--- src/rtl/conv_job_sequencer.sv ---
// Walks a header list in SRAM and launches the 3x3 XNOR-popcount engine once per matrix.
// Stops with seq_done on the terminator, or raises a sticky seq_error on an invalid header.
module conv_job_sequencer #(
  parameter int                ADDR_W     = 12,
  parameter int                DATA_W     = 16,
  parameter int                MAX_JOBS   = 16,
  parameter logic [DATA_W-1:0] TERMINATOR = 16'h00FF
) (
  input  logic              clk,
  input  logic              reset,
  input  logic              dut_run,
  output logic              dut_busy,
  output logic              seq_done,
  output logic              seq_error,
  output logic [4:0]        job_count,
  output logic              seq_owns_port,
  output logic [ADDR_W-1:0] seq_sram_read_address,
  input  logic [DATA_W-1:0] sram_seq_read_data,
  output logic              eng_start,
  output logic [ADDR_W-1:0] eng_in_base,
  output logic [ADDR_W-1:0] eng_out_base,
  output logic [1:0]        eng_dim,
  input  logic              eng_done
);

  typedef enum logic [2:0] {
    IDLE, HDR_REQ, HDR_CHK, START, WAIT_DONE, FINISH, ERR
  } state_t;

  state_t            state_reg, state_next;
  logic [ADDR_W-1:0] hdr_ptr_reg, out_ptr_reg, addr_reg, len_reg;
  logic [ADDR_W-1:0] in_base_reg, out_base_reg;
  logic [1:0]        dim_reg;
  logic [4:0]        job_count_reg;
  logic              busy_reg, error_reg;

  logic              hdr_is_term, hdr_is_dim, hdr_fits, job_room, hdr_accept;
  logic [ADDR_W-1:0] hdr_len;
  logic [ADDR_W:0]   hdr_end;
  logic [1:0]        dim_code;
  logic [ADDR_W-1:0] hdr_ptr_next;

  // Header decode; the end-address check carries one extra bit so overflow is visible.
  always_comb begin
    hdr_len     = ADDR_W'(sram_seq_read_data);
    hdr_is_term = (sram_seq_read_data == TERMINATOR);
    hdr_is_dim  = 1'b1;
    dim_code    = 2'b00;
    case (sram_seq_read_data)
      DATA_W'(16): dim_code = 2'b10;
      DATA_W'(12): dim_code = 2'b01;
      DATA_W'(10): dim_code = 2'b00;
      default:     hdr_is_dim = 1'b0;
    endcase
    hdr_end      = {1'b0, hdr_ptr_reg} + {1'b0, hdr_len};
    hdr_fits     = !hdr_end[ADDR_W];
    job_room     = (job_count_reg < 5'(MAX_JOBS));
    hdr_accept   = hdr_is_dim && job_room && hdr_fits;
    hdr_ptr_next = hdr_ptr_reg + len_reg + ADDR_W'(1);
  end

  always_ff @(posedge clk) begin
    if (reset) state_reg <= IDLE;
    else       state_reg <= state_next;
  end

  always_comb begin
    state_next    = state_reg;
    seq_owns_port = 1'b0;
    eng_start     = 1'b0;
    seq_done      = 1'b0;
    case (state_reg)
      IDLE:      if (dut_run) state_next = HDR_REQ;
      HDR_REQ: begin
        seq_owns_port = 1'b1;
        state_next    = HDR_CHK;
      end
      HDR_CHK: begin
        seq_owns_port = 1'b1;
        if (hdr_is_term)     state_next = FINISH;
        else if (hdr_accept) state_next = START;
        else                 state_next = ERR;
      end
      START: begin
        eng_start  = 1'b1;
        state_next = WAIT_DONE;
      end
      WAIT_DONE: if (eng_done) state_next = HDR_REQ;
      FINISH: begin
        seq_done   = 1'b1;
        state_next = IDLE;
      end
      ERR:     state_next = IDLE;
      default: state_next = IDLE;
    endcase
  end

  // Job parameters are captured on the way into START so they stay put until eng_done.
  always_ff @(posedge clk) begin
    if (reset) begin
      hdr_ptr_reg   <= '0;
      out_ptr_reg   <= '0;
      addr_reg      <= '0;
      len_reg       <= '0;
      in_base_reg   <= '0;
      out_base_reg  <= '0;
      dim_reg       <= '0;
      job_count_reg <= '0;
      busy_reg      <= 1'b0;
      error_reg     <= 1'b0;
    end else begin
      case (state_reg)
        IDLE: if (dut_run) begin
          hdr_ptr_reg   <= '0;
          out_ptr_reg   <= '0;
          addr_reg      <= '0;
          job_count_reg <= '0;
          error_reg     <= 1'b0;
          busy_reg      <= 1'b1;
        end
        HDR_CHK: begin
          if (!hdr_is_term && hdr_accept) begin
            len_reg      <= hdr_len;
            in_base_reg  <= hdr_ptr_reg + ADDR_W'(1);
            out_base_reg <= out_ptr_reg;
            dim_reg      <= dim_code;
          end else if (!hdr_is_term) begin
            error_reg <= 1'b1;
          end
        end
        WAIT_DONE: if (eng_done) begin
          hdr_ptr_reg   <= hdr_ptr_next;
          addr_reg      <= hdr_ptr_next;
          out_ptr_reg   <= out_ptr_reg + len_reg - ADDR_W'(2);
          job_count_reg <= job_count_reg + 5'd1;
        end
        FINISH, ERR: busy_reg <= 1'b0;
        default: ;
      endcase
    end
  end

  assign dut_busy              = busy_reg;
  assign seq_error             = error_reg;
  assign job_count             = job_count_reg;
  assign seq_sram_read_address = addr_reg;
  assign eng_in_base           = in_base_reg;
  assign eng_out_base          = out_base_reg;
  assign eng_dim               = dim_reg;

endmodule

--- config.mk ---
export PLATFORM = sky130hd
export DESIGN_NAME = conv_job_sequencer
export DESIGN_NICKNAME = d
export VERILOG_FILES = /design/src/rtl/conv_job_sequencer.sv
export SDC_FILE = /design/constraint.sdc
export NUM_CORES = 1
export LEC_CHECK = 0
export ABC_CLOCK_PERIOD_IN_PS = 3300
export CORE_ASPECT_RATIO = 1.25
export CORE_MARGIN = 1
export CORE_UTILIZATION = 54
export CTS_CLUSTER_DIAMETER = 60
export CTS_CLUSTER_SIZE = 16
export DETAILED_ROUTE_END_ITERATION = 8
export GPL_ROUTABILITY_DRIVEN = 1
export HOLD_SLACK_MARGIN = 0.08
export PLACE_DENSITY_LB_ADDON = 0.3
export SYNTH_ARGS = -nofsm -noshare
export SYNTH_HDL_FRONTEND = slang
export SYNTH_SLANG_ARGS = --single-unit
--- constraint.sdc ---
create_clock -name clk -period 3.3 [get_ports clk]
set_input_delay 0.33 -clock clk [delete_from_list [all_inputs] [get_ports clk]]
set_output_delay 0.33 -clock clk [all_outputs]
set_load 0.05 [all_outputs]
==> flow_metrics.env, run 1 <==
export IMPL_clock_fmax_mhz=368
export IMPL_dpl_worst_slack_ns=0.259
export IMPL_antenna_found_initial=0
export IMPL_setup_tns_ns=0
export IMPL_final_fill_count=639
export IMPL_yosys_area_top_type="dfxtp_1"
export IMPL_dpl_hpwl_um=7370
export IMPL_drt_total_wl_um=10000
export IMPL_synth_seq_cells=72
export IMPL_pwr_density_cell_nw_per_um2=352
export IMPL_hold_violations=0
export IMPL_drc_errors=0
export IMPL_clock_sinks=72
export IMPL_viasPerCell=5.70
export IMPL_grt_pass1_vias=3785
export IMPL_die_h_um=102
export IMPL_path_common_cell="o21ai_0"
export IMPL_dominantRegCellSynth="dfxtp_1"
export IMPL_start_kind="flop"
export IMPL_total_power_mw=1.88
export IMPL_ys_warn_count=0
export IMPL_floorplan_rows=36
export IMPL_post_cts_resized=0
export IMPL_cts_inserted_buffers=9
export IMPL_antennaDiodeCount=0
export IMPL_clk_pin_slew_worst_paths_ns=0.07
export IMPL_yosysSeqAreaShare_pct=33.1
export IMPL_min_period_ns=2.72
export IMPL_arrival_ns=2.96
export IMPL_skew_ns=0.0113
export IMPL_mostFrequentLayoutCell="nor2_1"
export IMPL_netlist_top_cells_area="dfxtp_1 (33%), ha_1 (13%), nor2_1 (6.6%)"
export IMPL_synth_top_area_share_pct=33.1
export IMPL_hold_path_class="flop to flop"
export IMPL_maxSlewViolCount=0
export IMPL_synth_cell_types=53
export IMPL_cts_tree="done"
export IMPL_crit_required_ns=3.55
export IMPL_critPathMaxFanout=7
export IMPL_h_tree_depth=3
export IMPL_vias=3879
export IMPL_post_cts_buffers=0
export IMPL_synth_edf_count=0
export IMPL_port_buffers=67
export IMPL_slowest_stage="dfxtp_1"
export IMPL_stdcell_area_um2=5320
export IMPL_initial_core_util_pct=55.9
export IMPL_cap_violations=0
export IMPL_fin_util_pct=68.3
export IMPL_crit_type="flop to flop"
export IMPL_ios=68
export IMPL_syn_area_per_cell_um2=8.52
export IMPL_dr_pass1_iters=4
export IMPL_grt_total_usage_pct=25.5
export IMPL_die_area_um2=8430
export IMPL_grt_pass1_wl_um=16300
export IMPL_synth_nets=578
export IMPL_grt_max_degree=38
export IMPL_clockBufferDepth=2
export IMPL_area_growth_pct=22.3
export IMPL_max_stage_delay_ns=0.50
export IMPL_nets=648
export IMPL_postRouteAntennaNets=0
export IMPL_rsz0062_at_grt="no"
export IMPL_crit_buf_inv=1
export IMPL_clockRootBuffer="clkbuf_8"
export IMPL_syn_inst=511
export IMPL_die_w_um=82.3
export IMPL_overflow=0
export IMPL_clkLatencyLatePin_ns=0.36
export IMPL_ir_worst_vdd_v=0.000212
export IMPL_core_um2=7790
export IMPL_synthArstFlopShare_pct=0
export IMPL_post_drt_wl_per_cell_um=14.7
export IMPL_postCtsHoldBufs=0
export IMPL_drt_iter0_drc=203
export IMPL_final_cell_mix="nor2_1 (77), dfxtp_1 (72), clkdlybuf4s50_1 (66), inv_1 (53), ha_1 (45)"
export IMPL_fin_ws_ns=0.585
export IMPL_placed_cell_area_um2=5120
export IMPL_fin_crit_sh_pct=82.3
export IMPL_setup_viol=0
export IMPL_place_congestion=0.916
export IMPL_drive_gt1_share_pct=6.32
export IMPL_endpoint_kind="flop"
export IMPL_slew_limit_headroom_pct=53.1
export IMPL_leakagePower_nw=2.09
export IMPL_worst_slew_pin_slew_ns=0.704
export IMPL_crit_family="compound AO/OA/AOI/OAI gates"
export IMPL_status="finished, final reports clean"
export IMPL_crit_chain="inv_1, ha_1, fa_1, nor2b_1, o21ai_0, a21boi_0, o311a_1, o21ai_0, a32o_1"
export IMPL_synth_area_um2=4350
[where the power goes]
part / internal, mW / switching [mW]
combinational: 0.0985 / 0.154
clock: 0.407 / 0.321
sequential: 0.881 / 0.0135
[cell families after synthesis]
group / after synthesis / share of synthesized area (%)
AOI/OAI and AO/OA: 110 / 18.6
xor gates and xnor gates: 20 / 4.02
adders and majority gates: 47 / 13.9
buffers and inverters: 69 / 6.72
DFF: 72 / 33.1
muxes: 23 / 5.32
and+or+nand+nor: 170 / 18.3
[layer usage]
metal | GRT usage (%) | wire [µm]
met1 | 28.4 | 4270
met2 | 45.2 | 4970
met3 | 4.29 | 449
met4 | 14.4 | 327
met5 | 0 | 0
[Yosys cell counts, types with 2 or more instances]
| master | instances |
|---|---|
| nand2b_1 | 12 |
| inv_1 | 53 |
| a21o_1 | 7 |
| a22oi_1 | 10 |
| ha_1 | 45 |
| nand2_1 | 24 |
| a32oi_1 | 2 |
| dfxtp_1 | 72 |
| mux2i_1 | 22 |
| buf_6 | 4 |
| nor3b_1 | 6 |
| and3_1 | 6 |
| o211ai_1 | 2 |
| a211oi_2 | 10 |
| nand3b_1 | 2 |
| o21ai_0 | 21 |
| or4_1 | 2 |
| clkbuf_1 | 10 |
| o21bai_1 | 3 |
| o21a_1 | 7 |
| nand3_1 | 8 |
| nand4_1 | 5 |
| a2111o_1 | 2 |
| xor2_1 | 11 |
| nor3_1 | 14 |
| nor2_1 | 77 |
| a21oi_1 | 24 |
| nor4_1 | 4 |
| fa_1 | 2 |
| xnor2_1 | 9 |
| a211oi_1 | 6 |
| nor2b_1 | 5 |
| o31a_1 | 2 |
| or3_1 | 3 |
[path summary, 6_finish.rpt]
path,startpoint,to,slack (ns),cells after the start
max,seq_sram_read_address[0]$_SDFFE_PP0P_,seq_sram_read_address[10]$_SDFFE_PP0P_,0.58,9
min,seq_error$_SDFFE_PP0P_,seq_error$_SDFFE_PP0P_,0.45,2
max reg2reg,seq_sram_read_address[0]$_SDFFE_PP0P_,seq_sram_read_address[10]$_SDFFE_PP0P_,0.58,9
min reg2reg,seq_error$_SDFFE_PP0P_,seq_error$_SDFFE_PP0P_,0.45,2
[layout make-up]
type	count	area [µm²]	area share [%]
Clock buffer	13	169	3.17
Clock inverter	2	37.5	0.705
Inverter	53	199	3.74
Multi-Input combinational cell	370	2620	49.2
Sequential cell	72	1440	27.1
Tap cell	95	119	2.23
Timing Repair Buffer	75	738	13.9
[tightest hold or removal path: cells and delay by family, from the launching register on]
family | cells | cell delay, ns
buffers and inverters | 1 | 0.05
AO/OA/AOI/OAI | 1 | 0.05
flip-flops | 1 | 0.31
[stage by stage]
step | hold WS, ns | instances
2_1_floorplan | 0.439 | 511
3_3_place_gp | 0.438 | 665
3_5_place_dp | 0.444 | 665
4_1_cts | 0.456 | 680
5_1_grt | 0.477 | 680
6_report | 0.448 | 680
(Power assumes the default switching activity.)
==> run 2, diff against run 1 <==
- ABC_CLOCK_PERIOD_IN_PS: 3300 -> 2500
- clock period: 3.3 -> 2.5 ns (I/O delays scaled with it)
==> run 2 against run 1 <==
  * Design area is 7.0% higher
  * Via count is 5.1% higher
  * Critical path depth stayed put
  * Final cell count is 5.4% higher
  * Critical path type unchanged
==> flow_metrics.env, run 2 (synthesized netlist as in run 1, its figures left out) <==
export IMPL_area_growth_pct=30.8
export IMPL_ios=68
export IMPL_die_area_um2=8430
export IMPL_ir_worst_vdd_v=0.000314
export IMPL_crit_chain="ha_1, nand4_1, nor2_1, a2111o_1, a2111oi_4, buf_4, clkbuf_16, mux2i_1, nor2_1"
export IMPL_dpl_worst_slack_ns=-0.399
export IMPL_endpoint_kind="flop"
export IMPL_slowest_stage="a2111o_1"
export IMPL_clock_fmax_mhz=406
export IMPL_grt_total_usage_pct=27.0
export IMPL_place_congestion=0.907
export IMPL_post_drt_wl_per_cell_um=15.8
export IMPL_postCtsHoldBufs=0
export IMPL_vias=4075
export IMPL_multi_input_area_um2=2660
export IMPL_core_um2=7790
export IMPL_final_cell_mix="nor2_1 (77), clkdlybuf4s50_1 (65), dfxtp_1 (63), inv_1 (53), ha_1 (44)"
export IMPL_floorplan_rows=36
export IMPL_rsz0062_at_grt="yes"
export IMPL_max_stage_delay_ns=0.44
export IMPL_drt_iter0_drc=332
export IMPL_placed_cell_area_um2=5380
export IMPL_setup_tns_ns=0
export IMPL_fin_crit_sh_pct=98.6
export IMPL_stdcell_count=717
export IMPL_cap_violations=0
export IMPL_die_w_um=82.3
export IMPL_pwr_density_cell_nw_per_um2=440
export IMPL_die_h_um=102
export IMPL_initial_core_util_pct=55.9
export IMPL_critPathMaxFanout=7
export IMPL_arrival_ns=2.71
export IMPL_dr_pass1_iters=5
export IMPL_h_tree_depth=3
export IMPL_worst_slew_pin_slew_ns=0.595
export IMPL_path_common_cell="nor2_1"
export IMPL_start_kind="flop"
export IMPL_routed_wl_met3_um=537
export IMPL_viasPerCell=5.68
export IMPL_drt_total_wl_um=11400
export IMPL_grt_pass1_wl_um=17200
export IMPL_wl_met1_um=4770
export IMPL_cts_tree="done"
export IMPL_overflow=0
export IMPL_nets=684
export IMPL_status="finished, final reports clean"
export IMPL_crit_type="flop to flop"
export IMPL_maxSlewViolCount=0
export IMPL_antennaDiodeCount=0
export IMPL_cts_inserted_buffers=9
export IMPL_whs_ns=0.324
export IMPL_hold_path_class="primary input to flop"
export IMPL_port_buffers=67
export IMPL_slew_limit_headroom_pct=60.2
export IMPL_antenna_found_initial=0
export IMPL_leakagePower_nw=2.31
export IMPL_dr_max_layer_used="met4"
export IMPL_final_fill_count=586
export IMPL_fin_ws_ns=0.0341
export IMPL_clock_sinks=72
export IMPL_fin_util_pct=73.1
export IMPL_skew_ns=0.0125
export IMPL_postRouteAntennaNets=0
export IMPL_drive_gt1_share_pct=14.0
export IMPL_crit_required_ns=2.75
export IMPL_hold_violations=0
export IMPL_total_power_mw=2.51
export IMPL_wl_met2_um=5730
export IMPL_mostFrequentLayoutCell="nor2_1"
export IMPL_clk_pin_slew_worst_paths_ns=0.08
export IMPL_clockBufferDepth=2
export IMPL_stdcell_area_um2=5700
export IMPL_clockRootBuffer="clkbuf_8"
export IMPL_grt_pass1_vias=3895
export IMPL_regArea_um2=1460
export IMPL_grt_max_degree=31
export IMPL_clkLatencyLatePin_ns=0.36
export IMPL_dpl_hpwl_um=7990
export IMPL_setup_viol=0
export IMPL_drc_errors=0
export IMPL_min_period_ns=2.47
export IMPL_dp_cells=696
-- run 2: cell count changes in the layout (fill, tap and decap cells not counted), moves of 2 or more --
cell / delta
a21oi_1: -2
clkbuf_1: +2
dfxtp_2: +8
clkbuf_16: +2
o21ai_0: -3
dfxtp_1: -9
o21ai_1: +3
buf_4: +32
-- run 2: final timing paths --
kind | startpoint | endpoint | slack (ns) | cells after the start
worst max-delay path | seq_sram_read_address[11]$_SDFFE_PP0P_ | eng_out_base[4]$_SDFFE_PP0P_ | 0.03 | 9
worst min-delay path | reset | seq_sram_read_address[2]$_SDFFE_PP0P_ | 0.32 | 2
worst max register to register | seq_sram_read_address[11]$_SDFFE_PP0P_ | eng_out_base[4]$_SDFFE_PP0P_ | 0.03 | 9
worst min register to register | seq_error$_SDFFE_PP0P_ | seq_error$_SDFFE_PP0P_ | 0.45 | 2
-- run 2: what timing repair did --
item,4_1_cts,5_1_grt
pin swaps,1,12
endpoints found under the setup margin,10,33
resized for setup,2,11
cloned,0,2
buffers inserted,0,3
-- run 2: critical path, delay by kind of cell (launching register included) --
family,cells,cell delay (ns)
fa+ha+maj,1,0.31
mux,1,0.19
flops,1,0.35
simple gates,3,0.24
compound gates,2,0.86
buf+inv,2,0.40
-- run 2: area by class of cell --
| class | count | area share, % |
|---|---|---|
| Clock inverter | 2 | 0.637 |
| Tap cell | 95 | 2.09 |
| Multi-Input combinational cell | 370 | 46.7 |
| Sequential cell | 72 | 25.5 |
| Timing Repair Buffer | 111 | 18.6 |
| Clock buffer | 14 | 2.86 |
| Inverter | 53 | 3.49 |
-- run 2: report_power, final --
group / total [mW] / switching, mW / internal (mW)
combinational: 0.375 / 0.221 / 0.154
clock: 0.953 / 0.435 / 0.518
sequential: 1.18 / 0.0175 / 1.16
total: 2.51 / 0.673 / 1.83
-- run 2: layer usage --
metal | global-route usage, % | up-vias
met2 | 46.9 | 132
met1 | 31.5 | 1922
met3 | 4.11 | 24
met5 | 0 | -
li1 | - | 1997
met4 | 14.2 | 0
==> run 3, diff against run 2 <==
- ABC_CLOCK_PERIOD_IN_PS: 2500 -> 2360
- clock period: 2.5 -> 2.36 ns (I/O delays scaled with it)
==> run 3 against run 2 <==
  * Global-route usage decreased by 0.079 points
  * Setup slack got worse by 0.017 ns
  * Sequential share of layout area is 0.30 points lower
  * Critical path type unchanged
  * Largest cell class unchanged
==> flow_metrics.env, run 3 (synthesized netlist as in run 1, its figures left out) <==
export IMPL_clk_pin_slew_worst_paths_ns=0.07
export IMPL_core_um2=7790
export IMPL_dr_pass1_iters=5
export IMPL_fin_crit_sh_pct=99.3
export IMPL_grt_total_usage_pct=26.9
export IMPL_die_w_um=82.3
export IMPL_dpl_hpwl_um=7790
export IMPL_hold_path_class="primary input to flop"
export IMPL_viasPerCell=5.61
export IMPL_post_drt_wl_per_cell_um=15.5
export IMPL_crit_required_ns=2.60
export IMPL_maxSlewViolCount=0
export IMPL_arrival_ns=2.59
export IMPL_dp_cells=694
export IMPL_area_growth_pct=32.8
export IMPL_antennaDiodeCount=0
export IMPL_clockRootBuffer="clkbuf_8"
export IMPL_setup_viol=0
export IMPL_cap_violations=0
export IMPL_ios=68
export IMPL_postCtsHoldBufs=0
export IMPL_port_buffers=67
export IMPL_grt_pass1_vias=3728
export IMPL_critPathMaxFanout=5
export IMPL_fin_util_pct=74.2
export IMPL_grt_pass1_wl_um=17000
export IMPL_drive_gt1_share_pct=16.3
export IMPL_final_cell_mix="nor2_1 (77), clkdlybuf4s50_1 (65), dfxtp_1 (61), inv_1 (50), ha_1 (41)"
export IMPL_postRouteAntennaNets=0
export IMPL_initial_core_util_pct=55.9
export IMPL_nets=686
export IMPL_drc_errors=0
export IMPL_stdcell_area_um2=5780
export IMPL_crit_chain="ha_4, a21o_1, a21o_1, a2111o_1, a2111oi_4, buf_6, clkbuf_16, mux2i_2, nor2_1"
export IMPL_h_tree_depth=3
export IMPL_placed_cell_area_um2=5350
export IMPL_antenna_found_initial=0
export IMPL_ir_worst_vdd_v=0.000378
export IMPL_rsz0062_at_grt="yes"
export IMPL_dpl_worst_slack_ns=-0.369
export IMPL_vias=4032
export IMPL_min_period_ns=2.34
export IMPL_mostFrequentLayoutCell="nor2_1"
export IMPL_slowest_stage="a2111o_1"
export IMPL_crit_type="flop to flop"
export IMPL_worst_slew_pin_slew_ns=0.517
export IMPL_clock_sinks=72
export IMPL_endpoint_kind="flop"
export IMPL_pwr_density_cell_nw_per_um2=475
export IMPL_die_area_um2=8430
export IMPL_die_h_um=102
export IMPL_cts_tree="done"
export IMPL_stdcell_count=719
export IMPL_max_stage_delay_ns=0.46
export IMPL_grt_max_degree=35
export IMPL_clkLatencyLatePin_ns=0.36
export IMPL_clockBufferDepth=2
export IMPL_floorplan_rows=36
export IMPL_drt_total_wl_um=11100
export IMPL_hold_violations=0
export IMPL_status="finished, final reports clean"
export IMPL_overflow=0
export IMPL_clock_fmax_mhz=427
export IMPL_leakagePower_nw=2.34
export IMPL_place_congestion=0.933
export IMPL_cts_inserted_buffers=9
export IMPL_start_kind="flop"
export IMPL_fin_ws_ns=0.0167
export IMPL_slew_limit_headroom_pct=65.4
export IMPL_skew_ns=0.00429
export IMPL_path_common_cell="a21o_1"
export IMPL_drt_iter0_drc=204
-- run 3: changes by cell type in the layout (fill, tap and decap cells not counted), moves of 2 or more --
cell,previous run,this run
ha_1,44,41
ha_4,1,4
inv_1,53,50
inv_2,0,3
a21oi_2,1,3
dfxtp_1,63,61
mux2i_1,22,20
mux2i_2,0,2
-- run 3: timing repair --
item	in CTS	in global routing
setup buffers	0	6
cloned	0	3
setup endpoints to repair	31	37
resized for setup	5	28
pin swaps	1	16
-- run 3: worst paths after layout --
path | from | to | slack [ns] | cells past startpoint
worst max-delay path | seq_sram_read_address[9]$_SDFFE_PP0P_ | eng_out_base[1]$_SDFFE_PP0P_ | 0.02 | 9
worst max register to register | seq_sram_read_address[9]$_SDFFE_PP0P_ | eng_out_base[1]$_SDFFE_PP0P_ | 0.02 | 9
worst min register to register | seq_error$_SDFFE_PP0P_ | seq_error$_SDFFE_PP0P_ | 0.45 | 2
worst min-delay path | reset | out_ptr_reg[10]$_SDFFE_PP0P_ | 0.32 | 4
-- run 3: routing by layer --
metal  part of all wire, %  GRT usage, %
met3                   5.7          5.45
met4                   3.2          12.3
met5                     0             0
met1                    41          30.9
met2                    50          47.2
-- run 3: layout make-up --
class | count | area, µm²
tap | 95 | 119
sequential | 72 | 1460
clock inverter | 1 | 30.0
inverter | 53 | 199
timing repair buffer | 113 | 1070
multi-input combinational | 370 | 2710
fill | 583 | 2010
clock buffer | 15 | 198
-- run 3: per-stage QoR --
step	setup TNS, ns	total power, mW	hold slack [ns]
floorplan	0	1.51	0.383
global placement	-8.79	1.64	0.437
detailed placement	-11.67	1.65	0.439
CTS	-0.0372	2.75	0.295
global route	-0.650	2.86	0.333
finish	0	2.75	0.316
-- run 3: power by group --
part	total [mW]	leakage (nW)	switching, mW	internal [mW]
Clock	1.10	0.115	0.462	0.641
Sequential	1.25	0.587	0.0186	1.23
Combinational	0.397	1.64	0.234	0.163
-- run 3: worst max-delay path, delay by kind of cell, from the launching register on --
kind            cells  cell delay, ns
mux                 1            0.20
flops               1            0.36
simple gates        1            0.06
compound gates      4            1.04
fa+ha+maj           1            0.21
buf+inv             2            0.37
